`config.mk`:
```
export PLATFORM = sky130hd
export DESIGN_NAME = serializer_piso
export DESIGN_NICKNAME = d
export VERILOG_FILES = /design/src/rtl/serializer_piso_pkg.sv /design/src/rtl/FlipFlopD.sv /design/src/rtl/serializer_piso.sv
export SDC_FILE = /design/constraint.sdc
export NUM_CORES = 1
export LEC_CHECK = 0
export ABC_AREA = 1
export BUFFER_PORTS_ARGS = -buffer_cell sky130_fd_sc_hd__buf_4
export CAP_MARGIN = 20
export CORE_UTILIZATION = 40
export DETAILED_ROUTE_END_ITERATION = 10
export GPL_TIMING_DRIVEN = 0
export PLACE_DENSITY = 0.68
export SETUP_SLACK_MARGIN = 0.15
export SYNTH_ARGS = -nofsm -noshare
export SYNTH_HDL_FRONTEND = slang
export SYNTH_HIERARCHICAL = 1
export SYNTH_SLANG_ARGS = --single-unit
export TNS_END_PERCENT = 5
```
`constraint.sdc`:
```
create_clock -name clock -period 1.45 [get_ports clock]
set_input_delay 0.145 -clock clock [delete_from_list [all_inputs] [get_ports clock]]
set_output_delay 0.145 -clock clock [all_outputs]
set_load 0.01 [all_outputs]
```
`src/rtl/serializer_piso_pkg.sv`:
```
// Shared definitions for the parallel-in/serial-out serializer: FSM state
// encodings and the default word length.
package serializer_piso_pkg;

  localparam int unsigned WIDTH_DEFAULT = 8;

  typedef enum logic [1:0] {
    IDLE  = 2'd0,
    SHIFT = 2'd1,
    DONE  = 2'd2
  } state_t;

endpackage

```
`src/rtl/FlipFlopD.sv`:
```
// Positive-edge D flip-flop with asynchronous active-low clear; one storage
// cell of the serializer shift register.
module FlipFlopD (
  input  logic clock,
  input  logic reset_n,
  input  logic d,
  output logic q
);

  always_ff @(posedge clock or negedge reset_n) begin
    if (!reset_n) q <= 1'b0;
    else          q <= d;
  end

endmodule

```
`src/rtl/serializer_piso.sv`:
```
// Parallel-in/serial-out serializer, MSB first, with a one-cycle done pulse
// after the last bit has been consumed downstream.
module serializer_piso
  import serializer_piso_pkg::*;
#(
  parameter int unsigned WIDTH = WIDTH_DEFAULT
) (
  input  logic             clock,
  input  logic             reset_n,
  input  logic             load_valid,
  input  logic [WIDTH-1:0] load_data,
  output logic             load_ready,
  input  logic             shift_en,
  output logic             sout,
  output logic             sout_valid,
  output logic             done
);

  localparam int unsigned   CW   = $clog2(WIDTH);
  localparam logic [CW-1:0] LAST = CW'(WIDTH - 1);

  state_t           state, state_next;
  logic [WIDTH-1:0] sr, sr_next;
  logic [CW-1:0]    cnt, cnt_next;

  // The register stores sr_next every cycle; hold behaviour comes from the mux below.
  for (genvar i = 0; i < WIDTH; i++) begin : g_sr
    FlipFlopD u_ff (
      .clock   (clock),
      .reset_n (reset_n),
      .d       (sr_next[i]),
      .q       (sr[i])
    );
  end

  always_ff @(posedge clock or negedge reset_n) begin
    if (!reset_n) begin
      state <= IDLE;
      cnt   <= '0;
    end else begin
      state <= state_next;
      cnt   <= cnt_next;
    end
  end

  always_comb begin
    state_next = state;
    sr_next    = sr;
    cnt_next   = cnt;
    case (state)
      IDLE: begin
        if (load_valid) begin
          sr_next    = load_data;
          cnt_next   = '0;
          state_next = SHIFT;
        end
      end
      SHIFT: begin
        if (shift_en) begin
          if (cnt == LAST) begin
            state_next = DONE;
          end else begin
            sr_next  = {sr[WIDTH-2:0], 1'b0};
            cnt_next = cnt + CW'(1);
          end
        end
      end
      DONE:    state_next = IDLE;
      default: state_next = IDLE;
    endcase
  end

  // load_ready is gated by reset_n so it reads 0 while reset is held.
  assign load_ready = reset_n && (state == IDLE);
  assign sout_valid = (state == SHIFT);
  assign sout       = (state == SHIFT) && sr[WIDTH-1];
  assign done       = (state == DONE);

endmodule
```
==> flow_metrics.tcl, run 1 <==
set metrics [dict create \
    die_w_um 45.9 \
    setup_viol 0 \
    ys_ff_latch 13 \
    syn_inst 109 \
    cp.arrival_ns 1.17 \
    max_freq_mhz 758 \
    die_h_um 45.9 \
    route.detailed.drc 0 \
    syn_area_um2 769 \
    final_layout_size_suffix_gt1_share_pct 28.6 \
    grt_usage_pct 16.8 \
    hold_ws_ns 0.0582 \
    path_class "reg -> out" \
    ios 16 \
    synthAdderAreaFrac_pct 4.88 \
    clk_pin_slew_ns 0.08 \
    yosys-top-cells-area "dfrtp_1 (42%), nand2_1 (17%), nand3_1 (16%)" \
    end_kind "output pin" \
    wirelength_met1_um 743 \
    hold_viol 0 \
    slew_headroom_pct 59.3 \
    cts_buffer_depth 2 \
    p_total_mw 1.62 \
    totalNegativeSetupSlack_ns 0 \
    grt_max_degree 14 \
    wl_um 1620 \
    area_growth_pct 31.5 \
    crit_fanout 2 \
    cts_sinks 13 \
    grt_pass1_wl_um 2480 \
    nets 149 \
    slew_violations 0 \
    vias 725 \
    portBuffers 14 \
    setup_ws_ns 0.131 \
    drt_iter0_drc 10 \
    cts_made_buffers 3 \
    nFillCells 189 \
    synthXorXnorAreaFrac_pct 0 \
    synth_top_family_by_area "simple AND/OR/NAND/NOR gates" \
    synth.area.mux_share_pct 0 \
    fin_crit_ns 1.32 \
    antenna_found_initial 0 \
    drtAntennaViolNets 0 \
    worstMarginPinSlew_ns 0.608 \
    synth-seq-area-share_pct 42.3 \
    top_layer_used "met4" \
    root_buffer "clkbuf_4" \
    crit_path_start_kind "flop" \
    hold_path.class "in -> reg" \
    finalCritPeriodShare_pct 91.0 \
    fin_skew_ns 0.00222 \
    cts-htree-levels 1 \
    routed-wl-met2_um 761 \
    wl_per_cell_um 10.3 \
    avgSynthCellArea_um2 7.06 \
    insertedDiodeCount 0 \
    synth-simple-area-share_pct 39.8 \
    seq_area_um2 325 \
    status "finished, final reports clean" \
    rsz0062_at_grt "yes" \
    place.gp.congestion 0.772 \
    grt_pass1_vias 615 \
    core_area_um2 1760 \
    final_core_util_pct 57.4 \
    powerDensity_nw_per_um2 1600 \
    ir_drop_uv 672 \
    multi_input_area_um2 387 \
    cp_data_required_time_ns 1.31 \
    synth_top_area_share_pct 42.3 \
    start_util_pct 43.6 \
    die-area_um2 2100 \
    syn-num-nets 124 \
    dr.pass1.iters 4 \
    avgViaCountPerCell 4.59 \
    grt_overflow 0 \
    synth_top_area_cell "dfrtp_1" \
    num_rows 15 \
    yosysWarnings 6 \
    synth_cell_types 15 \
    power.leakage_nw 0.559 \
    place_ws_ns 0.0624 \
    max-cap-violations 0 \
    hpwlAfterDp_um 1080 \
    cts_tree "done" \
    clkLatencyLatePin_ns 0.28 \
    synth_compound_area_share_pct 1.30 \
    wl_met3_um 85 \
]
## through the flow
stage	cell area, µm²	cells
2_1_floorplan	769	109
3_3_place_gp	906	148
3_5_place_dp	906	148
4_1_cts	1000	158
5_1_grt	1010	158
6_report	1010	158
## synthesized netlist by cell type, drive strengths merged
| master | number |
|---|---|
| nor3b | 1 |
| ha | 3 |
| nand3 | 24 |
| nand4 | 2 |
| nand2 | 35 |
| dfrtp | 13 |
| inv | 19 |
| nor2 | 8 |
| buf | 2 |
| o21ai | 2 |
## worst max-delay path, cell delays in order (launching register included)
cell	delay (ns)
dfrtp_1	0.40
inv_2	0.08
nor2_4	0.04
buf_6	0.11
buf_4	0.12
buf_4	0.13
## timing repair
| item | 4_1_cts | 5_1_grt |
|---|---|---|
| setup endpoints to repair | 13 | 15 |
| hold buffers | 1 | 0 |
| pin swaps | 1 | 2 |
| buffers inserted | 5 | 0 |
| endpoints found under the hold margin | 13 | 0 |
| gates resized for setup | 6 | 4 |
## final timing paths
path                           startpoint              to  slack [ns]  cells past startpoint
max                              state[0]      sout_valid        0.13                      5
min                          load_data[0]  g_sr[0].u_ff/q        0.06                      3
max reg2reg                        cnt[0]          cnt[1]        0.15                      7
min reg2reg                g_sr[2].u_ff/q  g_sr[2].u_ff/q        0.50                      2
max in group asynchronous         reset_n  g_sr[1].u_ff/q        0.66                      2
min in group asynchronous         reset_n  g_sr[7].u_ff/q        0.40                      2
## flip-flops by register name (all words and copies together), names as in the netlist
name and count:
cnt 3, state 2, g_sr.u_ff/q 8
## cell families (layout without fill, tap and decap cells)
kind of cell / Yosys count / in the layout
and+or+nand+nor: 70 / 70
buffers and inverters: 21 / 45
DFF: 13 / 13
AOI/OAI and AO/OA: 2 / 2
adders and majority gates: 3 / 3
## cell usage in the layout (no fill, tap or decap)
| cell type | netlist | routed |
|---|---|---|
| nand2_1 | 34 | 31 |
| nand3_1 | 24 | 24 |
| buf_4 | 1 | 20 |
| inv_1 | 16 | 15 |
| dfrtp_1 | 13 | 13 |
| inv_2 | 3 | 4 |
| nor2_1 | 7 | 4 |
| nor2_2 | 1 | 3 |
| nand2_2 | 1 | 3 |
| clkbuf_4 | 0 | 3 |
| nand4_1 | 2 | 2 |
| ha_1 | 3 | 2 |
| nor2_4 | 0 | 1 |
| buf_6 | 1 | 1 |
| nand2_4 | 0 | 1 |
| o21ai_1 | 1 | 1 |
| nor3b_2 | 0 | 1 |
| o21ai_0 | 1 | 1 |
| ha_2 | 0 | 1 |
| clkbuf_1 | 0 | 1 |
| dlygate4sd3_1 | 0 | 1 |
## area by class of cell
cell class	count	share of cell area, %
Timing Repair Buffer	20	15.1
Buffer	2	1.85
Inverter	19	7.05
Sequential cell	13	32.1
Tap cell	25	3.09
Clock buffer	4	2.60
Multi-Input combinational cell	75	38.2
## per-layer routing
metal / up-vias / GRT usage [%]
met5: - / 0
met2: 16 / 26.2
met1: 318 / 21.6
met3: 4 / 2.38
li1: 387 / -
met4: 0 / 10.6
## power breakdown
group          switching [mW]  internal [mW]  total, mW
Sequential             0.0881          0.517      0.605
Clock                   0.125          0.107      0.232
Combinational           0.427          0.353      0.780
Note: power is estimated with default switching activity, not from simulation.
==> inputs of run 2 (changes only) <==
- CELL_PAD_IN_SITES_DETAIL_PLACEMENT: not set -> 1
- CELL_PAD_IN_SITES_GLOBAL_PLACEMENT: not set -> 2
- CORE_UTILIZATION: 40 -> 27
- PLACE_DENSITY: 0.68 -> 0.81
- SYNTH_HIERARCHICAL: 1 -> not set
==> run 2 against run 1 <==
- clock power barely moved
- non-clock buffer count rose by 3
- synthesized cell count fell by 9.2%
- critical endpoint is now g_sr[6].u_ff.q
- largest power group unchanged
==> flow_metrics.tcl, run 2 <==
set metrics [dict create \
    status "finished, final reports clean" \
    max_freq_mhz 704 \
    grt_usage_pct 15.4 \
    largest_register_ffs 8 \
    powerDensity_nw_per_um2 1600 \
    cp-endpoint "g_sr[6].u_ff.q" \
    cts_tree "done" \
    synthXorXnorAreaFrac_pct 0 \
    ys_ff_latch 13 \
    antenna_found_initial 0 \
    crit_path_start_kind "flop" \
    die_h_um 52.5 \
    die-area_um2 2760 \
    min_from "shift_en" \
    drt_iter0_drc 5 \
    nets 140 \
    rr_endpoint "g_sr[6].u_ff.q" \
    final_layout_size_suffix_gt1_share_pct 31.2 \
    top_regs "g_sr.u_ff.q x8, cnt x3, state x2" \
    hpwlAfterDp_um 1130 \
    finalNonFillerCells 153 \
    setup_viol 0 \
    rr_worst_depth 8 \
    syn-num-nets 113 \
    yosys-top-cells-area "dfrtp_1 (47%), nand2_1 (32%), inv_1 (4.9%)" \
    die_w_um 52.5 \
    wl_um 1760 \
    crit_slowest_cell "dfrtp_1" \
    worstMarginPinSlew_ns 0.608 \
    synth_most_common_cell "nand2_1" \
    cp_slowest_stage_delay_ns 0.39 \
    slew_violations 0 \
    synth-simple-area-share_pct 39.7 \
    insertedDiodeCount 0 \
    synth_edf_count 0 \
    crit_start "cnt[1]" \
    power.leakage_nw 0.572 \
    rrSetupSlack_ns 0.03 \
    cts_made_buffers 3 \
    dp_cells 142 \
    cp_data_required_time_ns 1.68 \
    path_class "reg -> reg" \
    root_buffer "clkbuf_4" \
    ios 16 \
    layout_commonest_cell "nand2_1" \
    drtAntennaViolNets 0 \
    nFillCells 308 \
    fin_skew_ns 0.00326 \
    end_kind "flop" \
    most-common-layout-cells "nand2_1 (56), buf_4 (19), dfrtp_1 (12)" \
    core_area_um2 2320 \
    synth_cell_types 12 \
    dr.pass1.iters 3 \
    synth.top_cells.by_count "nand2_1 (58), dfrtp_1 (13), inv_1 (9)" \
    avgViaCountPerCell 4.33 \
    synth_compound_area_share_pct 0.726 \
    syn_inst 99 \
    place.gp.congestion 0.724 \
    hold_path.class "in -> reg" \
    area_growth_pct 43.6 \
    num_rows 17 \
    cts_buffer_depth 2 \
    syn_area_um2 689 \
    hold_ws_ns 0.117 \
    synthFlopType "dfrtp_1" \
    synth_top_area_cell "dfrtp_1" \
    start_util_pct 29.7 \
    ir_drop_uv 759 \
    crit_top_cell "nand2_1" \
    grt_max_degree 14 \
    synthAdderAreaFrac_pct 3.63 \
    rsz0062_at_grt "yes" \
    cts-htree-levels 1 \
    synth.area.mux_share_pct 0 \
    portBuffers 15 \
    synth_top_family_by_area "simple AND/OR/NAND/NOR gates" \
    fin_crit_ns 1.42 \
    synthArstFlopShare_pct 100 \
    clk_pin_slew_ns 0.08 \
    cp_cell_sequence "ha_2 -> ha_4 -> a21oi_4 -> inv_2 -> nor2_4 -> buf_6 -> nand2_1 -> nand2_1" \
    vias 663 \
    grt_overflow 0 \
    grt_pass1_vias 667 \
    grt_pass1_wl_um 2940 \
    cp.arrival_ns 1.65 \
    clkLatencyLatePin_ns 0.29 \
    top_register "g_sr.u_ff.q" \
    max-cap-violations 0 \
    crit_fanout 5 \
    slew_headroom_pct 59.3 \
    synth-seq-area-share_pct 47.2 \
    avgSynthCellArea_um2 6.96 \
    setup_ws_ns 0.0299 \
    hold_viol 0 \
    route.detailed.drc 0 \
    cts_sinks 13 \
    finalCritPeriodShare_pct 97.9 \
    place_ws_ns 0.0174 \
    yosysWarnings 0 \
    timing.rr.start "cnt[1]" \
    wl_per_cell_um 11.5 \
    synth_top_area_share_pct 47.2 \
]
run 2: cell count changes after synthesis, moves of 2 or more:
cell / delta
nand3_1: -22
buf_4: +2
inv_2: -2
inv_1: -7
nand2_1: +24
run 2: final cells by class:
cell class | count | area, µm² | share of cell area [%]
inverter | 10 | 37.5 | 3.79
clock buffer | 4 | 26.3 | 2.65
timing repair buffer | 22 | 175 | 17.7
buffer | 3 | 33.8 | 3.41
sequential | 13 | 327 | 33.0
multi-input combinational | 73 | 355 | 35.9
tap | 28 | 35.0 | 3.54
run 2: worst max-delay path, delay by kind of cell, from the launching register on:
family / cells / cell delay (ns)
DFF: 1 / 0.39
adders and majority gates: 2 / 0.37
and+or+nand+nor: 3 / 0.24
buffers and inverters: 2 / 0.20
AOI/OAI and AO/OA: 1 / 0.16
run 2: worst min path at each step:
stage	to	depth (start not counted)
floorplan	cnt[0]	0
global placement	cnt[1]	1
detailed placement	cnt[1]	1
CTS	state[1]	3
global route	state[1]	3
finish	state[1]	3
run 2: logic make-up after synthesis:
group | after synthesis
AO/OA/AOI/OAI | 1
adder cells (fa/ha/maj) | 2
buffers and inverters | 13
flip-flops | 13
AND/OR/NAND/NOR | 70
run 2: per-stage QoR:
| stage | TNS, ns | cell area, µm² | utilization [%] | total power, mW |
|---|---|---|---|---|
| floorplan | 0 | 711 | - | 1.02 |
| global placement | 0 | 858 | 37.0 | 1.18 |
| detailed placement | 0 | 858 | 37.0 | 1.21 |
| CTS | 0 | 951 | 41.0 | 1.54 |
| global route | -0.209 | 990 | 42.7 | 1.74 |
| finish | 0 | 990 | 42.7 | 1.58 |
run 2: layer usage:
metal	global-route usage, %	wire (µm)	vias to the layer above
li1	-	-	344
met1	19.0	872	306
met2	23.4	792	10
met3	5.22	62	3
met4	7.89	29	0
met5	0	0	-
run 2: power breakdown:
group          internal (mW)  leakage [nW]  switching, mW
clock network          0.107        0.0150          0.124
logic                  0.354         0.391          0.400
registers              0.504         0.166         0.0912
total                  0.965         0.572          0.615
run 2: what timing repair did:
item,CTS,global route
setup endpoints to repair,14,15
cloned,1,1
gates resized for setup,10,5
hold buffers,1,0
endpoints found under the hold margin,13,0
setup buffers,2,2
pin swaps,2,3
==> inputs of run 3 (changes only) <==
- CELL_PAD_IN_SITES_GLOBAL_PLACEMENT: 2 -> 1
- CORE_UTILIZATION: 27 -> 35
==> run 3 against run 2 <==
- register-to-register slack about the same
- largest cell class unchanged
- critical path type unchanged
- clock skew up 0.0013 ns
- non-clock buffer count down 4
- core utilization up 12 points
- power down 1.5%
- sequential share of layout area up 0.59 points
==> flow_metrics.tcl, run 3 (synthesized netlist as in run 2, its figures left out) <==
set metrics [dict create \
    cts_sinks 13 \
    cp.arrival_ns 1.59 \
    status "finished, final reports clean" \
    setup_viol 0 \
    p_total_mw 1.56 \
    top_register "g_sr.u_ff.q" \
    wl_per_cell_um 12.4 \
    grt_usage_pct 19.8 \
    seq_area_um2 327 \
    dpl_cell_area_um2 855 \
    drtAntennaViolNets 0 \
    multi_input_area_um2 365 \
    worstMarginPinSlew_ns 0.611 \
    max_freq_mhz 707 \
    hpwlAfterDp_um 1190 \
    route.detailed.drc 0 \
    cts_made_buffers 3 \
    crit_fanout 10 \
    fin_crit_ns 1.41 \
    core_area_um2 1780 \
    finalCritPeriodShare_pct 97.5 \
    setup_ws_ns 0.0359 \
    cts_tree "done" \
    place.gp.congestion 0.749 \
    grt_pass1_vias 630 \
    finalNonFillerCells 146 \
    end_kind "flop" \
    die_h_um 46.4 \
    most-common-layout-cells "nand2_1 (55), buf_4 (16), dfrtp_1 (12)" \
    hold_viol 0 \
    rsz0062_at_grt "yes" \
    powerDensity_nw_per_um2 1600 \
    nFillCells 232 \
    num_rows 15 \
    die-area_um2 2150 \
    portBuffers 15 \
    insertedDiodeCount 0 \
    largest_register_ffs 8 \
    place_ws_ns 0.0226 \
    clkLatencyLatePin_ns 0.28 \
    root_buffer "clkbuf_4" \
    power.leakage_nw 0.557 \
    final_layout_size_suffix_gt1_share_pct 30.6 \
    max-cap-violations 0 \
    nets 136 \
    dr.pass1.iters 1 \
    top_regs "g_sr.u_ff.q x8, cnt x3, state x2" \
    cts-htree-levels 1 \
    grt_overflow 0 \
    wl_um 1820 \
    area_growth_pct 41.0 \
    drt_iter0_drc 0 \
    layout_commonest_cell "nand2_1" \
    grt_pass1_wl_um 2800 \
    cp_data_required_time_ns 1.63 \
    slew_headroom_pct 59.1 \
    rrSetupSlack_ns 0.04 \
    die_w_um 46.4 \
    ios 16 \
    path_class "reg -> reg" \
    fin_area_um2 972 \
    cts_buffer_depth 2 \
    grt_max_degree 14 \
    crit_path_start_kind "flop" \
    hold_path.class "in -> reg" \
    antenna_found_initial 0 \
    avgViaCountPerCell 4.55 \
    vias 664 \
    slew_violations 0 \
    dp_cells 139 \
    start_util_pct 38.7 \
    hold_ws_ns 0.118 \
    ir_drop_uv 981 \
    fin_skew_ns 0.00455 \
    clk_pin_slew_ns 0.08 \
]
==> run 3: worst max-delay path, cell delays in order (launching register included) <==
cell and delay, ns:
dfrtp_1 0.40, ha_2 0.19, ha_4 0.16, a21oi_4 0.14
nand3_2 0.12, buf_6 0.17, nand2_1 0.07, nand2_1 0.05
==> run 3: cell type report <==
cell class                 count  share of cell area [%]
multi-input combinational     73                    37.6
sequential                    13                    33.6
timing repair buffer          18                    14.5
buffer                         3                    4.25
inverter                      10                    4.12
tap                           25                    3.22
clock buffer                   4                    2.70
==> run 3: timing repair <==
action	CTS	global route
resized for setup	15	3
gates cloned	0	0
setup endpoints to repair	13	15
setup buffers	1	1
hold buffers	1	0
hold endpoints to repair	13	0
pin swaps	5	4
==> run 3: where the power goes <==
group          internal (mW)  switching [mW]  total (mW)
clock                  0.107           0.127       0.234
combinational          0.321           0.396       0.717
sequential             0.504           0.101       0.605
total                  0.932           0.625        1.56
==> run 3: final timing paths <==
check,start,endpoint,cells past startpoint
setup / recovery,cnt[0],g_sr[4].u_ff.q,7
hold / removal,shift_en,state[1],3
setup reg to reg,cnt[0],g_sr[4].u_ff.q,7
hold reg to reg,g_sr[3].u_ff.q,g_sr[3].u_ff.q,2
max in group asynchronous,reset_n,state[0],2
min in group asynchronous,reset_n,state[1],2
==> run 3: metal layers <==
metal	global-route usage [%]	up-vias	part of all wire [%]
met5	0	-	0
met4	14.1	0	2.8
met3	2.35	4	1.6
met2	31.9	8	52
met1	23.9	314	44
li1	-	338	-
==> run 3: metrics by stage <==
step	TNS, ns	util, %
after floorplan	0	-
after global placement	0	47.9
after detailed placement	0	47.9
after CTS	0	53.6
after global routing	-0.119	54.5
final	0	54.5
